## config.mk

```make
export PLATFORM = sky130hd
export DESIGN_NAME = rs_wakeup_select
export DESIGN_NICKNAME = d
export VERILOG_FILES = /design/src/rtl/rs_pkg.sv /design/src/rtl/comparator10.sv /design/src/rtl/rs_entry.sv /design/src/rtl/rs_wakeup_select.sv
export SDC_FILE = /design/constraint.sdc
export NUM_CORES = 1
export LEC_CHECK = 0
export BUFFER_PORTS_ARGS = -buffer_cell sky130_fd_sc_hd__buf_2
export CAP_MARGIN = 25
export CORE_MARGIN = 2
export CORE_UTILIZATION = 45
export CTS_CLUSTER_DIAMETER = 40
export CTS_CLUSTER_SIZE = 24
export DETAILED_ROUTE_END_ITERATION = 10
export SLEW_MARGIN = 20
export SYNTH_ARGS = -nofsm -noshare
export SYNTH_HDL_FRONTEND = slang
export SYNTH_HIERARCHICAL = 1
export SYNTH_SLANG_ARGS = --single-unit
```

## constraint.sdc

```tcl
create_clock -name clk -period 2.9 [get_ports clk]
set_input_delay 0.435 -clock clk [delete_from_list [all_inputs] [get_ports clk]]
set_output_delay 0.435 -clock clk [all_outputs]
set_load 0.02 [all_outputs]
```

## src/rtl/rs_pkg.sv

```systemverilog
// Shared types for the reservation-station wakeup/select slice.
// Optional feature macro used by rs_wakeup_select: RS_STALL_CNT_EN.
package rs_pkg;

    localparam int TAG_W = 10;

    typedef logic [TAG_W-1:0] tag_t;

    // One station slot: a micro-op waiting on two source operands.
    typedef struct packed {
        logic valid;
        tag_t src1_tag;
        logic src1_rdy;
        tag_t src2_tag;
        logic src2_rdy;
        tag_t dst_tag;
    } rs_entry_t;

    typedef enum logic {
        SEL   = 1'b0,
        OFFER = 1'b1
    } sel_state_t;

    // An entry may be picked once it holds a micro-op whose sources are both available.
    function automatic logic entry_ready(input rs_entry_t e);
        return e.valid & e.src1_rdy & e.src2_rdy;
    endfunction

endpackage

```

## src/rtl/comparator10.sv

```systemverilog
// 10-bit equality comparator used to match CDB tags against source tags.
module comparator10 (
    input  logic [9:0] a,
    input  logic [9:0] b,
    output logic       eq
);

    assign eq = (a == b);

endmodule

```

## src/rtl/rs_entry.sv

```systemverilog
// One reservation-station entry: holds tags and ready bits, snoops the CDB
// through two comparator10 instances, and handles alloc/free/flush.
module rs_entry
    import rs_pkg::*;
(
    input  logic clk,
    input  logic reset,
    input  logic flush,
    input  logic alloc_we,
    input  tag_t alloc_src1_tag,
    input  logic alloc_src1_rdy,
    input  tag_t alloc_src2_tag,
    input  logic alloc_src2_rdy,
    input  tag_t alloc_dst_tag,
    input  logic cdb_valid,
    input  tag_t cdb_tag,
    input  logic free,
    output logic valid,
    output logic ready,
    output tag_t dst_tag
);

    rs_entry_t q;
    tag_t      cmp1_a;
    tag_t      cmp2_a;
    logic      hit1;
    logic      hit2;

    // A free slot points its comparators at the incoming dispatch tags so a
    // broadcast in the allocation cycle is not lost; an occupied slot
    // compares its stored tags.
    assign cmp1_a = q.valid ? q.src1_tag : alloc_src1_tag;
    assign cmp2_a = q.valid ? q.src2_tag : alloc_src2_tag;

    comparator10 u_cmp1 (.a(cmp1_a), .b(cdb_tag), .eq(hit1));
    comparator10 u_cmp2 (.a(cmp2_a), .b(cdb_tag), .eq(hit2));

    // Entry state: flush beats free beats allocate beats wakeup.
    always_ff @(posedge clk or posedge reset) begin
        if (reset) begin
            q <= '0;
        end else if (flush || free) begin
            q.valid    <= 1'b0;
            q.src1_rdy <= 1'b0;
            q.src2_rdy <= 1'b0;
        end else if (alloc_we) begin
            q.valid    <= 1'b1;
            q.src1_tag <= alloc_src1_tag;
            q.src2_tag <= alloc_src2_tag;
            q.dst_tag  <= alloc_dst_tag;
            q.src1_rdy <= alloc_src1_rdy | (cdb_valid & hit1);
            q.src2_rdy <= alloc_src2_rdy | (cdb_valid & hit2);
        end else if (q.valid) begin
            if (cdb_valid && hit1) q.src1_rdy <= 1'b1;
            if (cdb_valid && hit2) q.src2_rdy <= 1'b1;
        end
    end

    assign valid   = q.valid;
    assign ready   = entry_ready(q);
    assign dst_tag = q.dst_tag;

endmodule

```

## src/rtl/rs_wakeup_select.sv

```systemverilog
// Reservation-station wakeup and round-robin select.
// Optional: define RS_STALL_CNT_EN to build the saturating issue
// backpressure counter; otherwise stall_cnt is tied to zero.
//
// Handshakes: a transfer happens on a rising edge where valid & ready are
// both high. The producer (alloc_valid from dispatch, issue_valid from this
// block) keeps its payload stable until that transfer; the consumer's ready
// never depends combinationally on the producer's valid. Here alloc_ready and
// issue_valid/issue_idx/issue_dst_tag are all derived from registered state.
module rs_wakeup_select
    import rs_pkg::*;
#(
    parameter  int ENTRIES = 4,
    parameter  int TAG_W   = 10,
    localparam int IDX_W   = $clog2(ENTRIES)
) (
    input  logic             clk,
    input  logic             reset,
    input  logic             flush,
    input  logic             alloc_valid,
    output logic             alloc_ready,
    input  logic [TAG_W-1:0] alloc_src1_tag,
    input  logic [TAG_W-1:0] alloc_src2_tag,
    input  logic             alloc_src1_rdy,
    input  logic             alloc_src2_rdy,
    input  logic [TAG_W-1:0] alloc_dst_tag,
    input  logic             cdb_valid,
    input  logic [TAG_W-1:0] cdb_tag,
    output logic             issue_valid,
    input  logic             issue_ready,
    output logic [IDX_W-1:0] issue_idx,
    output logic [TAG_W-1:0] issue_dst_tag,
    output logic [15:0]      stall_cnt,
    output sel_state_t       sel_state
);

    if (TAG_W != 10) begin : g_bad_tag_w
        $error("rs_wakeup_select: TAG_W must be 10 to match comparator10");
    end
    if (ENTRIES < 2 || ENTRIES > 8) begin : g_bad_entries
        $error("rs_wakeup_select: ENTRIES must be in 2..8");
    end

    logic [ENTRIES-1:0] ent_valid;
    logic [ENTRIES-1:0] ent_ready;
    logic [ENTRIES-1:0] alloc_we;
    logic [ENTRIES-1:0] ent_free;
    tag_t               ent_dst [ENTRIES];

    logic [IDX_W-1:0]   free_idx;
    logic [IDX_W-1:0]   pick_idx;
    logic               pick_found;
    logic [IDX_W-1:0]   rr_ptr;
    int                 pick_j;
    sel_state_t         state;
    logic               handshake;

    assign alloc_ready = |(~ent_valid);
    assign handshake   = issue_valid & issue_ready;
    assign sel_state   = state;

    for (genvar g = 0; g < ENTRIES; g++) begin : g_ent
        assign alloc_we[g] = alloc_valid & alloc_ready & ~flush & (free_idx == IDX_W'(g));
        assign ent_free[g] = handshake & (issue_idx == IDX_W'(g));

        rs_entry u_entry (
            .clk            (clk),
            .reset          (reset),
            .flush          (flush),
            .alloc_we       (alloc_we[g]),
            .alloc_src1_tag (alloc_src1_tag),
            .alloc_src1_rdy (alloc_src1_rdy),
            .alloc_src2_tag (alloc_src2_tag),
            .alloc_src2_rdy (alloc_src2_rdy),
            .alloc_dst_tag  (alloc_dst_tag),
            .cdb_valid      (cdb_valid),
            .cdb_tag        (cdb_tag),
            .free           (ent_free[g]),
            .valid          (ent_valid[g]),
            .ready          (ent_ready[g]),
            .dst_tag        (ent_dst[g])
        );
    end

    // Allocator: lowest-index free slot, from registered valid bits only.
    always_comb begin
        free_idx = '0;
        for (int k = ENTRIES - 1; k >= 0; k--) begin
            if (!ent_valid[IDX_W'(k)]) free_idx = IDX_W'(k);
        end
    end

    // Round-robin picker: first ready entry at or after rr_ptr, wrapping.
    always_comb begin
        pick_found = 1'b0;
        pick_idx   = '0;
        pick_j     = 0;
        for (int k = ENTRIES - 1; k >= 0; k--) begin
            pick_j = int'(rr_ptr) + k;
            if (pick_j >= ENTRIES) pick_j = pick_j - ENTRIES;
            if (ent_ready[IDX_W'(pick_j)]) begin
                pick_found = 1'b1;
                pick_idx   = IDX_W'(pick_j);
            end
        end
    end

    // Select FSM with registered issue outputs; flush drops any offer and
    // keeps the round-robin pointer where it was.
    always_ff @(posedge clk or posedge reset) begin
        if (reset) begin
            state         <= SEL;
            issue_valid   <= 1'b0;
            issue_idx     <= '0;
            issue_dst_tag <= '0;
            rr_ptr        <= '0;
        end else if (flush) begin
            state       <= SEL;
            issue_valid <= 1'b0;
        end else begin
            case (state)
                SEL: begin
                    if (pick_found) begin
                        issue_idx     <= pick_idx;
                        issue_dst_tag <= ent_dst[pick_idx];
                        issue_valid   <= 1'b1;
                        state         <= OFFER;
                    end
                end
                OFFER: begin
                    if (issue_ready) begin
                        issue_valid <= 1'b0;
                        state       <= SEL;
                        rr_ptr      <= (issue_idx == IDX_W'(ENTRIES - 1)) ? '0
                                                                          : issue_idx + IDX_W'(1);
                    end
                end
                default: begin
                    state       <= SEL;
                    issue_valid <= 1'b0;
                end
            endcase
        end
    end

`ifdef RS_STALL_CNT_EN
    logic [15:0] stall_q;

    // Count cycles the execution unit refuses an offered entry, saturating.
    always_ff @(posedge clk or posedge reset) begin
        if (reset) begin
            stall_q <= '0;
        end else if (flush) begin
            stall_q <= '0;
        end else if (issue_valid && !issue_ready && stall_q != 16'hFFFF) begin
            stall_q <= stall_q + 16'd1;
        end
    end

    assign stall_cnt = stall_q;
`else
    assign stall_cnt = '0;
`endif

endmodule
```

# [After elaboration in Yosys (flattened, before gate mapping)]
# Index checks and enable logic that the tools add are counted.
[totals] register_bits=148 elab_cells=237 out_inout_bits=31 in_bits=48
[classes] reduce_logical=46 bitwise=43 order_cmp=9 add_sub_neg=8 eq_ne=16 mux=86
[op_table] cell="2-to-1 mux 10 bit" n=10
[op_table] cell="equality test 10 bit" n=8
[op_table] cell="2-to-1 mux 1 bit" n=54
[op_table] cell="2-to-1 mux 11 bit" n=4
[op_table] cell="nonzero test 3 bit" n=12
[op_table] cell="bitwise AND 1 bit" n=27
[op_table] cell="AND reduction 2 bit" n=13
[op_table] cell="2-to-1 mux 2 bit" n=11
[op_table] cell="binary-select mux 10 bit (select 2 bit)" n=1
[op_table] cell="< comparator 2 x 4 -> 1 bit (second input constant)" n=4
[op_table] cell="greater-or-equal comparator 3 bit (second input constant)" n=4
[op_table] cell="binary-select mux 1 bit (select 2 bit)" n=4
[op_table] cell="equality test 2 bit (second input constant)" n=4
[op_table] cell="logical AND 1 bit" n=8
[op_table] cell="bitwise OR 1 bit" n=8
[op_table] cell="nonzero test 2 bit" n=4
[op_table] cell="subtractor 2 x 1 -> 2 bit (second input constant)" n=4
[op_table] cell="adder 2 x 2 -> 3 bit (second input constant)" n=2
[op_table] cell="!= test 3 bit (second input constant)" n=2
[op_table] cell="inverter 1 bit" n=6
[op_table] cell="AND reduction 3 bit" n=2
[op_table] cell="equality test 2 x 1 -> 1 bit (second input constant)" n=2
[op_table] cell="logical NOT 2 bit" n=2
[op_table] cell="logical OR 1 bit" n=4
[op_table] cell="other kinds (7)" n=8

# [Logic depth before layout (Yosys ltp)]
[logic_depth] word_depth=14 ltp_mapped=9 depth_no_buf=6

# [Modules after synthesis]
# Netlist, hierarchy kept.
[by_module_without_submodules] module="rs_entry" n_inst=4 cells_each=112 area_each_um2=1605.3 seq_area_each_um2=825.8
[by_module_without_submodules] module="rs_wakeup_select" n_inst=1 cells_each=122 area_each_um2=1232.4 seq_area_each_um2=400.4
[by_module_without_submodules] module="comparator10" n_inst=8 cells_each=13 area_each_um2=112.6 seq_area_each_um2=0.0

# [Worst setup path before layout]
# No wires, ideal clock.
[synth_timing] path_type="reg2reg" startpoint="reg g_ent[0].u_entry/valid (netlist name)" endpoint="reg g_ent[0].u_entry/q[10] (netlist name)" synth_period_minus_slack_ns=2.118 path_slack_ns=0.782 setup_ns=0.125 required_ns=2.775 path_buffers=2 path_stages_with_launch=9 t_arrival_ns=1.993 cell_sequence="dfrtp_1 buf_2 buf_2 mux2_2 xnor2_1 nand4_1 nor4_2 a311oi_1 a2111oi_0"
[synth_between] word_cells_on_any_way=17 classes_between="eq/ne (1); mux (4); bitwise (6); reduce/logical (6)"
[synth_lines] element="2-to-1 mux 10 bit (*)" line="rs_entry.sv:33" source="assign cmp2_a = q.valid ? q.src2_tag : alloc_src2_tag;"
[synth_lines] element="via g_ent[0].u_entry.cmp2_a[6]" line="rs_entry.sv:25" source="tag_t cmp2_a;"
[synth_lines] element="equality test 10 bit (*)" line="comparator10.sv:8" source="assign eq = (a == b);"
[synth_lines] element="via g_ent[0].u_entry.hit2" line="rs_entry.sv:27" source="logic hit2;"
[synth_lines] element="bitwise AND 1 bit" line="rs_entry.sv:52" source="q.src2_rdy <= alloc_src2_rdy | (cdb_valid & hit2);"
[synth_lines] element="bitwise OR 1 bit" line="rs_entry.sv:52"
[synth_lines] element="2-to-1 mux 1 bit" line="rs_entry.sv:46" source="end else if (alloc_we) begin"
[synth_lines] element="2-to-1 mux 1 bit" line="rs_entry.sv:42" source="end else if (flush || free) begin"
[synth_lines] element="end: declaration" line="rs_entry.sv:23" source="rs_entry_t q;"
# The timed path passes the listed nets; every way through them passes the cells marked *.
# A chain may end at the register's enable or synchronous reset.

# [Worst setup path after layout]
[layout_timing] startpoint="reg g_ent[1].u_entry/valid (netlist name)" endpoint="reg g_ent[1].u_entry/q[10] (netlist name)"
[layout_between] word_cells_on_any_way=15 classes_between="eq/ne (1); mux (3); bitwise (6); reduce/logical (5)"
[layout_lines] element="2-to-1 mux 10 bit (*)" line="rs_entry.sv:33"
[layout_lines] element="via g_ent[1].u_entry.cmp2_a[6]" line="rs_entry.sv:25"
[layout_lines] element="equality test 10 bit (*)" line="comparator10.sv:8"
[layout_lines] element="via g_ent[1].u_entry.hit2" line="rs_entry.sv:27"
[layout_lines] element="bitwise AND 1 bit" line="rs_entry.sv:52"
[layout_lines] element="bitwise OR 1 bit" line="rs_entry.sv:52"
[layout_lines] element="2-to-1 mux 1 bit" line="rs_entry.sv:46"
[layout_lines] element="2-to-1 mux 1 bit" line="rs_entry.sv:42"
[layout_lines] element="end: declaration" line="rs_entry.sv:23"
# Marked as above.

==> impl_summary.txt <==
----------------------------------------------------
[Clock network]
  Inserted Clock Buffers ... 17
  Post-CTS clock slew at the launch and capture registers of the worst setup and hold paths ... 0.07 ns
  Clock tree root driver cell ... sky130_fd_sc_hd__clkbuf_16
  Clock Latency Late Sink ... 0.43 ns
  Hold-fix buffer count after cts ... 0
  CTS tree ... done
  Post-CTS Setup Repair Bufs ... 0
  Max Root-Sink Buffers ... 2
  Clock H-tree levels ... 4
  Clock sink total ... 148

[Worst setup path]
  Startpoint types ... register
  Capturing element type of the critical path ... register
  Cell count of the worst reg-to-reg path ... 7
  Worst Setup EP ... g_ent[1].u_entry/q[10]
  Maximum fanout count along the critical path ... 10
  Timing startpoint of the critical path ... g_ent[1].u_entry/valid
  Setup CP Type ... reg -> reg
  Critical R2R Launch ... g_ent[1].u_entry/valid
  Arrival time at the worst endpoint ... 2.90 ns
  Required arrival time at the worst endpoint ... 3.18 ns
  Capturing point of the worst reg2reg path ... g_ent[1].u_entry/q[10]
  Minimum setup slack among reg-to-reg paths ... 0.28 ns

[Global routing]
  First-pass GRT wire length ... 31,900 um
  Antenna violations before repair ... 2
  Maximum number of pins on one net before global-route repair ... 34
  GRT Total Usage ... 21.0%
  Vias in the first global route ... 5,659
  Remaining Overflow, GRT ... 0

[Floorplanning]
  Boundary pin count ... 79
  Placeable core area ... 0.0187 mm^2
  Chip height ... 142 um
  Initial core utilization ... 45.7%
  Width of the die ... 142 um
  Area of the die ... 0.0201 mm^2
  Cell row count ... 50

[STA]
  Max Clk Rate ... 0.382 GHz
  Endpoints failing setup ... 0
  Setup TNS ... 0 ns
  Worst Clk Skew ... 0.0115 ns
  Share of the clock period used by the worst path after layout ... 90.4%
  Max-slew headroom at the worst pin ... -30.7%
  Tightest Pin Transition ... 1.96 ns
  Max-slew violation total from the final report ... 62
  Unrepaired setup endpoints after global routing ... false
  Fin crit period ... 2.62 ns
  Hold Fails Final Rpt ... 0

[Routing]
  WL final ... 20,000 um
  Number of vias per cell after detailed routing ... 5.46
  Total number of vias ... 5,258
  Router iterations before antenna repair ... 4
  DRC viols ... 0
  Routed len/inst ... 20.7 um
  1st-iter DRT viols ... 183
  Antenna viol nets, final ... 0

[Power]
  Total power per unit cell area ... 671 mW/mm^2
  Leakage power ... 4.02 nW
  Peak supply drop ... 0.000438 V
  Overall power consumption ... 6.31 mW

[Job]
  Number of max-capacitance violations reported ... 0

[Place]
  Placed wire-length estimate ... 13,300 um
  Count of buffers inserted at the top-level ports ... 62
  Total placed instance area ... 0.00879 mm^2
  Final weighted congestion of routability-driven global placement ... 0.829

[Final layout]
  Ratio of cells with drive above 1 in the final layout ... 45.2%
  Total non-filler cell area in the finished layout ... 0.00942 mm^2
  Total Nets Final ... 767
  Synth-to-layout area growth ... 10.1%

[Synth]
  Gate count of the mapped netlist ... 674
  Fraction of the yosys area taken by sequential cells ... 43.3%
  Yosys warning count ... 6
  Count of distinct cell types in the synthesized netlist ... 39
  Post-Synthesis Cell Area ... 0.00855 mm^2
  Register bit count reported by yosys ... 148
  Mean instance size in the synthesized netlist ... 12.7 um^2

[Outcome]
  Outcome ... finished, violations left
  Violations in the final reports ... slew limit

[Hold path]
  Hold Crit Class ... in -> async

----------------------------------------------------
==> placed cells by master (no fill, tap or decap), types with 3 or more instances in the layout <==
master                      netlist  routed
sky130_fd_sc_hd__nand4_1         17      17
sky130_fd_sc_hd__ha_1             4       4
sky130_fd_sc_hd__nor2b_1         10      10
sky130_fd_sc_hd__mux2i_1         20      20
sky130_fd_sc_hd__nor3b_4          4       4
sky130_fd_sc_hd__nor3_1           5       5
sky130_fd_sc_hd__mux2_1           8       8
sky130_fd_sc_hd__a2111oi_0        8       8
sky130_fd_sc_hd__buf_4           59      15
sky130_fd_sc_hd__xor2_1          16      16
sky130_fd_sc_hd__inv_1            9       9
sky130_fd_sc_hd__nor4_2           8       8
sky130_fd_sc_hd__buf_2           14      62
sky130_fd_sc_hd__nor2_1           8       8
sky130_fd_sc_hd__nand2_1         22      22
sky130_fd_sc_hd__inv_6            0       4
sky130_fd_sc_hd__xnor2_1         64      64
sky130_fd_sc_hd__a311oi_1         8       8
sky130_fd_sc_hd__clkbuf_16        0      17
sky130_fd_sc_hd__clkinv_4         0       3
sky130_fd_sc_hd__conb_1           1      28
sky130_fd_sc_hd__dfrtp_1        148     147
sky130_fd_sc_hd__buf_12           0       4
sky130_fd_sc_hd__bufinv_16        0       3
sky130_fd_sc_hd__mux2_2         193     193
sky130_fd_sc_hd__o221ai_2         9       9
sky130_fd_sc_hd__and3_1           8       8
==> synth_stat cells, drive strengths merged <==
| library cell | count | share of area, % |
|---|---|---|
| o21ai | 2 | 0.12 |
| mux2i | 20 | 2.3 |
| a2111oi | 8 | 0.82 |
| and4b | 1 | 0.12 |
| nand4 | 17 | 1.2 |
| buf | 86 | 7.7 |
| xor2 | 16 | 1.6 |
| nor2b | 10 | 0.73 |
| and2b | 1 | 0.088 |
| or3 | 1 | 0.073 |
| nor3 | 5 | 0.29 |
| nor3b | 5 | 0.97 |
| nand2b | 1 | 0.073 |
| a311oi | 8 | 0.82 |
| o41ai | 1 | 0.10 |
| mux2 | 201 | 26 |
| dfrtp | 148 | 43 |
| o221a | 1 | 0.13 |
| nor2 | 8 | 0.35 |
| a21o | 1 | 0.088 |
| or2 | 1 | 0.073 |
| nor4 | 9 | 1.2 |
| conb | 1 | 0.044 |
| o221ai | 10 | 1.7 |
| a21oi | 2 | 0.12 |
| inv | 9 | 0.39 |
| o22ai | 2 | 0.22 |
| ha | 4 | 0.59 |
| nand2 | 22 | 0.97 |
| and3 | 8 | 0.59 |
| a211oi | 1 | 0.088 |
| xnor2 | 64 | 6.6 |
==> logic make-up after synthesis <==
logic type	Yosys count	share of synthesized area, %
other cells	1	0.0438
buf+inv	95	8.10
mux	221	28.8
xor+xnor	80	8.19
simple gates	89	6.80
fa+ha+maj	4	0.585
flops	148	43.3
compound gates	36	4.18
==> per-layer routing <==
metal / track usage, % / wire [um] / vias up / part of all wire, %
li1: - / - / 2413 / -
met1: 27.7 / 9090 / 2719 / 46
met2: 35.1 / 9800 / 100 / 49
met3: 3.98 / 713 / 24 / 3.6
met4: 6.53 / 348 / 2 / 1.7
met5: 0 / 11 / - / 0.055
==> repair_timing <==
| action | CTS | global route |
|---|---|---|
| endpoints found under the setup margin | 0 | 1 |
| hold endpoints to repair | 0 | 0 |
| resized for setup | 0 | 1 |
==> where the power goes <==
part           internal, mW  switching [mW]  total (mW)
combinational         0.660           0.624        1.28
sequential             2.48           0.227        2.70
clock                  1.38           0.950        2.33
==> metrics by stage <==
step	hold slack [ns]	cells	setup slack, ns	utilization (%)
after detailed placement	0.469	930	0.140	47.0
after global placement	0.464	930	0.249	47.0
final	0.143	963	0.279	50.3
after floorplan	0.349	701	0.782	-
after global routing	0.198	963	0.0451	50.3
after CTS	0.157	962	0.0874	50.3
==> flip-flops by register name, summed over array words and instances (netlist names) <==
register	flops
g_ent.u_entry/q	88
g_ent.u_entry/dst_tag	40
issue_dst_tag	10
g_ent.u_entry/valid	4
issue_idx	2
rr_ptr	2
issue_valid	1
sel_state	1
==> area by class of cell <==
| class | instances | area [um^2] |
|---|---|---|
| multi-input combinational | 458 | 4260 |
| clock buffer | 17 | 425 |
| timing repair buffer | 81 | 503 |
| antenna | 1 | 2.50 |
| fill | 1639 | 9290 |
| tap | 234 | 293 |
| sequential | 148 | 3700 |
| clock inverter | 15 | 194 |
| inverter | 9 | 33.8 |
==> worst min path at each step <==
stage,from,to,slack (ns),depth (start not counted)
final,reset,sel_state,0.14,2
after global routing,reset,g_ent[3].u_entry/dst_tag[2],0.20,3
after CTS,reset,rr_ptr[1],0.16,2
after detailed placement,g_ent[3].u_entry/q[14],g_ent[3].u_entry/q[14],0.47,1
after global placement,g_ent[1].u_entry/q[15],g_ent[1].u_entry/q[15],0.46,1
after floorplan,reset,issue_dst_tag[0],0.35,1
==> worst max-delay path, cell delays in order (launching register included) <==
cell and delay (ns):
sky130_fd_sc_hd__dfrtp_2 0.58, sky130_fd_sc_hd__buf_4 0.27, sky130_fd_sc_hd__mux2_2 0.36, sky130_fd_sc_hd__xnor2_1 0.14, sky130_fd_sc_hd__nand4_1 0.20, sky130_fd_sc_hd__nor4_2 0.33
sky130_fd_sc_hd__a311oi_1 0.13, sky130_fd_sc_hd__a2111oi_0 0.46
Note: power is estimated with default switching activity, not from simulation.
